[config.mk]
export PLATFORM = sky130hd
export DESIGN_NAME = dec4_stream
export DESIGN_NICKNAME = d
export VERILOG_FILES = /design/src/rtl/dec4_stream.sv
export SDC_FILE = /design/constraint.sdc
export NUM_CORES = 1
export LEC_CHECK = 0
export ABC_AREA = 1
export CAP_MARGIN = 20
export CORE_AREA = 2 2 49 51
export CTS_BUF_LIST = sky130_fd_sc_hd__clkbuf_4 sky130_fd_sc_hd__clkbuf_8
export CTS_CLUSTER_DIAMETER = 30
export DETAILED_ROUTE_END_ITERATION = 8
export DIE_AREA = 0 0 51 53
export PLACE_DENSITY = 0.73
export SYNTH_ARGS = -nofsm -noshare
export SYNTH_HDL_FRONTEND = slang
export SYNTH_SLANG_ARGS = --single-unit
[constraint.sdc]
create_clock -name clk -period 1.78 [get_ports clk]
set_input_delay 0.534 -clock clk [delete_from_list [all_inputs] [get_ports clk]]
set_output_delay 0.534 -clock clk [all_outputs]
set_load 0.01 [all_outputs]
[src/rtl/dec4_stream.sv]
// Two-entry FIFO of priority-encoder words {v, code} with a one-hot decoder on the head
// entry and a saturating count of popped "no line active" words.
module dec4_stream (
   input  logic       clk,
   input  logic       rst,
   input  logic       in_valid,
   input  logic [1:0] in_code,
   input  logic       in_v,
   output logic       in_ready,
   output logic       out_valid,
   output logic [3:0] out_onehot,
   input  logic       out_ready,
   output logic [1:0] level,
   output logic [7:0] none_cnt
);

   logic [2:0] mem_q [2];
   logic       wr_ptr_q, wr_ptr_d;
   logic       rd_ptr_q, rd_ptr_d;
   logic [1:0] level_q, level_d;
   logic [7:0] none_cnt_q, none_cnt_d;
   logic [2:0] head;
   logic       push, pop;

   // in_ready depends only on rst and registered level, never on out_ready
   assign in_ready  = !rst && (level_q != 2'd2);
   assign out_valid = (level_q != 2'd0);
   assign push      = in_valid && in_ready;
   assign pop       = out_valid && out_ready;
   assign head      = mem_q[rd_ptr_q];

   always_comb begin
      out_onehot = '0;
      if (out_valid && head[2]) begin
         out_onehot = 4'b0001 << head[1:0];
      end
   end

   always_comb begin
      wr_ptr_d   = wr_ptr_q;
      rd_ptr_d   = rd_ptr_q;
      level_d    = level_q;
      none_cnt_d = none_cnt_q;
      if (push) begin
         wr_ptr_d = ~wr_ptr_q;
      end
      if (pop) begin
         rd_ptr_d = ~rd_ptr_q;
         if (!head[2] && (none_cnt_q != 8'hFF)) begin
            none_cnt_d = none_cnt_q + 8'd1;
         end
      end
      case ({push, pop})
         2'b10:   level_d = level_q + 2'd1;
         2'b01:   level_d = level_q - 2'd1;
         default: level_d = level_q;
      endcase
   end

   always_ff @(posedge clk) begin
      if (rst) begin
         wr_ptr_q   <= 1'b0;
         rd_ptr_q   <= 1'b0;
         level_q    <= '0;
         none_cnt_q <= '0;
      end else begin
         wr_ptr_q   <= wr_ptr_d;
         rd_ptr_q   <= rd_ptr_d;
         level_q    <= level_d;
         none_cnt_q <= none_cnt_d;
      end
   end

   // Entry storage is deliberately not reset; push is already blocked during rst
   always_ff @(posedge clk) begin
      if (push) begin
         mem_q[wr_ptr_q] <= {in_v, in_code};
      end
   end

   assign level    = level_q;
   assign none_cnt = none_cnt_q;

endmodule

Yosys cells after proc, flatten, opt, wreduce, memory -nomap -nowiden
Memory sizes are Yosys's and may differ from the RTL's. A register that Yosys moved wholly into a read port is not among the register bits.
Cells that the tools add are included.
Widths: inputs -> output; s select.
Storage, ports and cells
  register bits after elaboration: 12
  bits in latches: 0
  memory bits (writable): 6
  ROM bits: 0
  output and inout bits: 16
  logic and storage cells: 31
  memories kept: 1
Operators by class
  add/subtract/negate cells: 3
  multiply operators: 0
  divide/modulo/power cells: 0
  magnitude comparators: 0
  eq/ne operators: 4
  shifts and indexed selects: 1
  muxes and demuxes: 6
  bitwise logic cells: 2
  reductions and logical operators: 10
Memories
  mem_q: depth 2, width 3, rd ports 1, clocked after Yosys merged registers in 1, write ports 1, RTL line 17  | logic [2:0] mem_q [2];
Operator list (number)
  $add 8x1->8 const B: 1
  $ne 8x8->1 const B: 1
  $logic_and 1x1->1: 5
  $mux 1: 4
  $mux 4: 1
  $pmux 2 s2: 1
  $reduce_bool 2->1: 2
  $shl 1x2->4 const A: 1
  $add 2x1->2 const B: 1
  $eq 2x1->1 const B: 1
  $eq 2x2->1 const B: 1
  $logic_not 1->1: 2
  $ne 2x2->1 const B: 1
  $not 1->1: 2
  $reduce_and 2->1: 1
  $sub 2x1->2 const B: 1

Longest topological paths before layout
  depth after elaboration: 5
  gate-level depth with buffers: 8
  gate-level depth less buffers: 8

Least setup slack after synthesis
Ideal clock, no wire load.
  kind: register to output
  from: register level_q[0] (netlist: level[0])
  to: output out_onehot[0]
  arrival time: 1019 ps
  required time: 1246 ps
  slack: 227 ps
  stages on the path, launching flop included: 5
  path through: dfxtp_1 > nor2_4 > inv_4 > nand2_1 > nor3_1
On the way
  word-level cells in the longest chain between the ends: 3
RTL lines
  start: declaration: RTL line 20  | logic [1:0] level_q, level_d;
  start signal: assignment: RTL line 69  | level_q <= level_d;
  $reduce_bool 2->1: RTL line 27  | assign out_valid = (level_q != 2'd0);
  via out_valid: RTL line 10  | output logic out_valid,
  $logic_and 1x1->1: RTL line 34  | if (out_valid && head[2]) begin
  $mux 4: RTL line 34
  end: declaration: RTL line 11  | output logic [3:0] out_onehot,
The timed path passes the listed nets, and every way through them passes these cells.

==> run metrics <==
status complete, but fails checks; failing checks negative setup slack; fraction of layout cells with a size suffix above 1 38.5%; WP buf/inv 2; clk_skew 0.00468 ns; Overall Global Routing Usage 17.8%; nets 179; Max IR drop VDD 0.710 mV; Yosys cell types 25; Hold Crit Class flip-flop to flip-flop; Final Max Tran Viols 0; drt first pass iters 3; Synth Area per Inst 8.25 um^2; Crit Path Category flip-flop to primary output; Slew @ Worst Pin 0.255 ns; initial drt markers 7; MaxCap Viol Count 0; Setup WS pre-CTS -0.445 ns; grt total ovfl 0; CTS Hold Bufs 0; Final Cell Area 0.00149 mm^2; drt total wl 2.04 mm; Post-synth EDFFs 6; Max FO, Critical Path 3; total power 1180 uW; cell taking the most area after synthesis dfxtp_1; vias in the first global route 925; asr flop ratio synth 0%; area grow syn2layout 41.8%; CP Depth 4; CTS Buffer Depth 2; CP max stage cell edfxtp_1; Hold Path Cell Cnt 1; unrepaired setup endpoints after global routing true; final setup vio count 4; clk sinks 19; Top delay family on crit path flip-flops; TritonCTS Buffers 3; fmax 549 MHz; placed instance area 0.00141 mm^2; CTS H-tree lvls 1; synth warn 0; Fillers 189; path depth of the worst reg2reg path 9; critical path arrival 1.29 ns; Inserted Diodes 0; chip width 51 um; Die ar. 0.00270 mm^2; critical path launch point type flip-flop; Max-slew headroom 82.9%; Pwr Density 797 mW/mm^2; endpoint class of the critical path primary output; sequential-to-total area share from yosys stat 42.1%; CTS tree built; HPWL after DPL 1.60 mm; die height 53 um; antenna violations before repair 0; fin crit share 102%; slowest stage delay, CP 0.41 ns; Initial Util 48.7%; Residual DRC 0; Worst R2R Setup Slack 0.23 ns; clock root buffer clkbuf_4; largest net degree at the start of global routing 13; clock slew at reported path FFs 0.12 ns; core area 0.00215 mm^2; post-route ant nets 0; first-pass GRT wire length 3.55 mm; via count 920; Synth area leaders dfxtp_1 (25%), edfxtp_1 (17%), inv_1 (7.2%); critical path cell sequence o21ai_2 -> inv_2 -> nor3_2 -> buf_2; mapped cell area 0.00105 mm^2; Final Util 69.1%; IO Count 23; Syn Nets 136; predominant post-synthesis flop cell dfxtp_1; clk_lat worst skew 0.30 ns; Vias per Instance 4.67; Synth Instances 127; Pleak 0.000826 uW; Avg WL per Cell 10.3 um; gpl congestion 0.803; minimum clock period 1.82 ns; critical path required time 1.25 ns; top cell type's share of synthesized area 24.9%; Rows 17; IO Port Bufs 22; Fin. Hold Viols 0; synthesized flop and latch total 19; Worst Setup Slack, final -0.0411 ns
[metrics by stage]
step                      hold slack, ns  instances  TNS (ns)
final                              0.469        197    -0.149
after global routing               0.508        197    -0.487
after CTS                          0.476        196    -0.198
after detailed placement           0.455        191     -3.04
after global placement             0.436        191     -2.20
after floorplan                    0.426        127         0
[cell usage after synthesis (4+ instances only)]
library cell and instances:
dfxtp_1 13, nor2_1 16, a21oi_1 9, nand3_1 4
nor2_2 4, inv_1 20, nand2_1 19, o21ai_0 4
edfxtp_1 6, nand2_2 4, nor3_1 5
[power by group]
group / internal, uW / switching, uW
clock: 85.6 / 146
combinational: 198 / 221
sequential: 492 / 39.7
[area by class of cell]
type	count	area [um^2]	area share [%]
Clock inverter	1	7.51	0.505
Sequential cell	19	458	30.8
Tap cell	28	35.0	2.36
Timing Repair Buffer	38	325	21.9
Multi-Input combinational cell	86	552	37.2
Inverter	22	85.1	5.73
Clock buffer	3	22.5	1.52
[registers in the layout, indices dropped and copies added (netlist names), named ones only]
signal,flops
none_cnt,8
wr_ptr_q,1
rd_ptr_q,1
mem_q,6
level,2
[final timing paths]
check / startpoint / to
worst max-delay path: mem_q[0][0]$_DFFE_PP_ / out_onehot[2]
worst min-delay path: rd_ptr_q$_SDFFE_PP0P_ / flip-flop
worst max register to register: level[0]$_SDFFE_PP0P_ / level[1]$_SDFFE_PP0P_
worst min register to register: rd_ptr_q$_SDFFE_PP0P_ / flip-flop
[what timing repair did]
item                                    4_1_cts  5_1_grt
resized for setup                            46        9
cloned                                        0        0
pin swaps                                     5        2
endpoints found under the hold margin         0        0
setup buffers                                 1        1
endpoints found under the setup margin       16       11
[layout by cell type (no fill, tap or decap), drive strengths merged]
cell and count:
dlymetal6s2s 6, ha 2, clkdlybuf4s15 1, a21oi 11
dlygate4sd2 4, nand2 25, clkinvlp 1, clkdlybuf4s50 6
buf 21, and3 1, edfxtp 6, clkbuf 3
nor3 6, o21ai 8, nor2 25, clkinv 1
nand3 5, inv 21, xor2 3, dfxtp 13
[routing by layer]
metal	GRT usage, %	vias up	wire [um]	part of all wire [%]
met1	17.3	412	877	43
met5	0	-	0	0
li1	-	486	-	-
met3	3.67	4	71	3.5
met4	10.4	0	29	1.4
met2	34.2	18	1060	52
[logic make-up after synthesis]
kind of cell	synth area share, %
and+or+nand+nor	34.0
buffers and inverters	8.12
AOI/OAI and AO/OA	10.9
DFF	42.1
xor gates and xnor gates	2.51
adders and majority gates	2.39
Note: power is estimated with default switching activity, not from simulation.
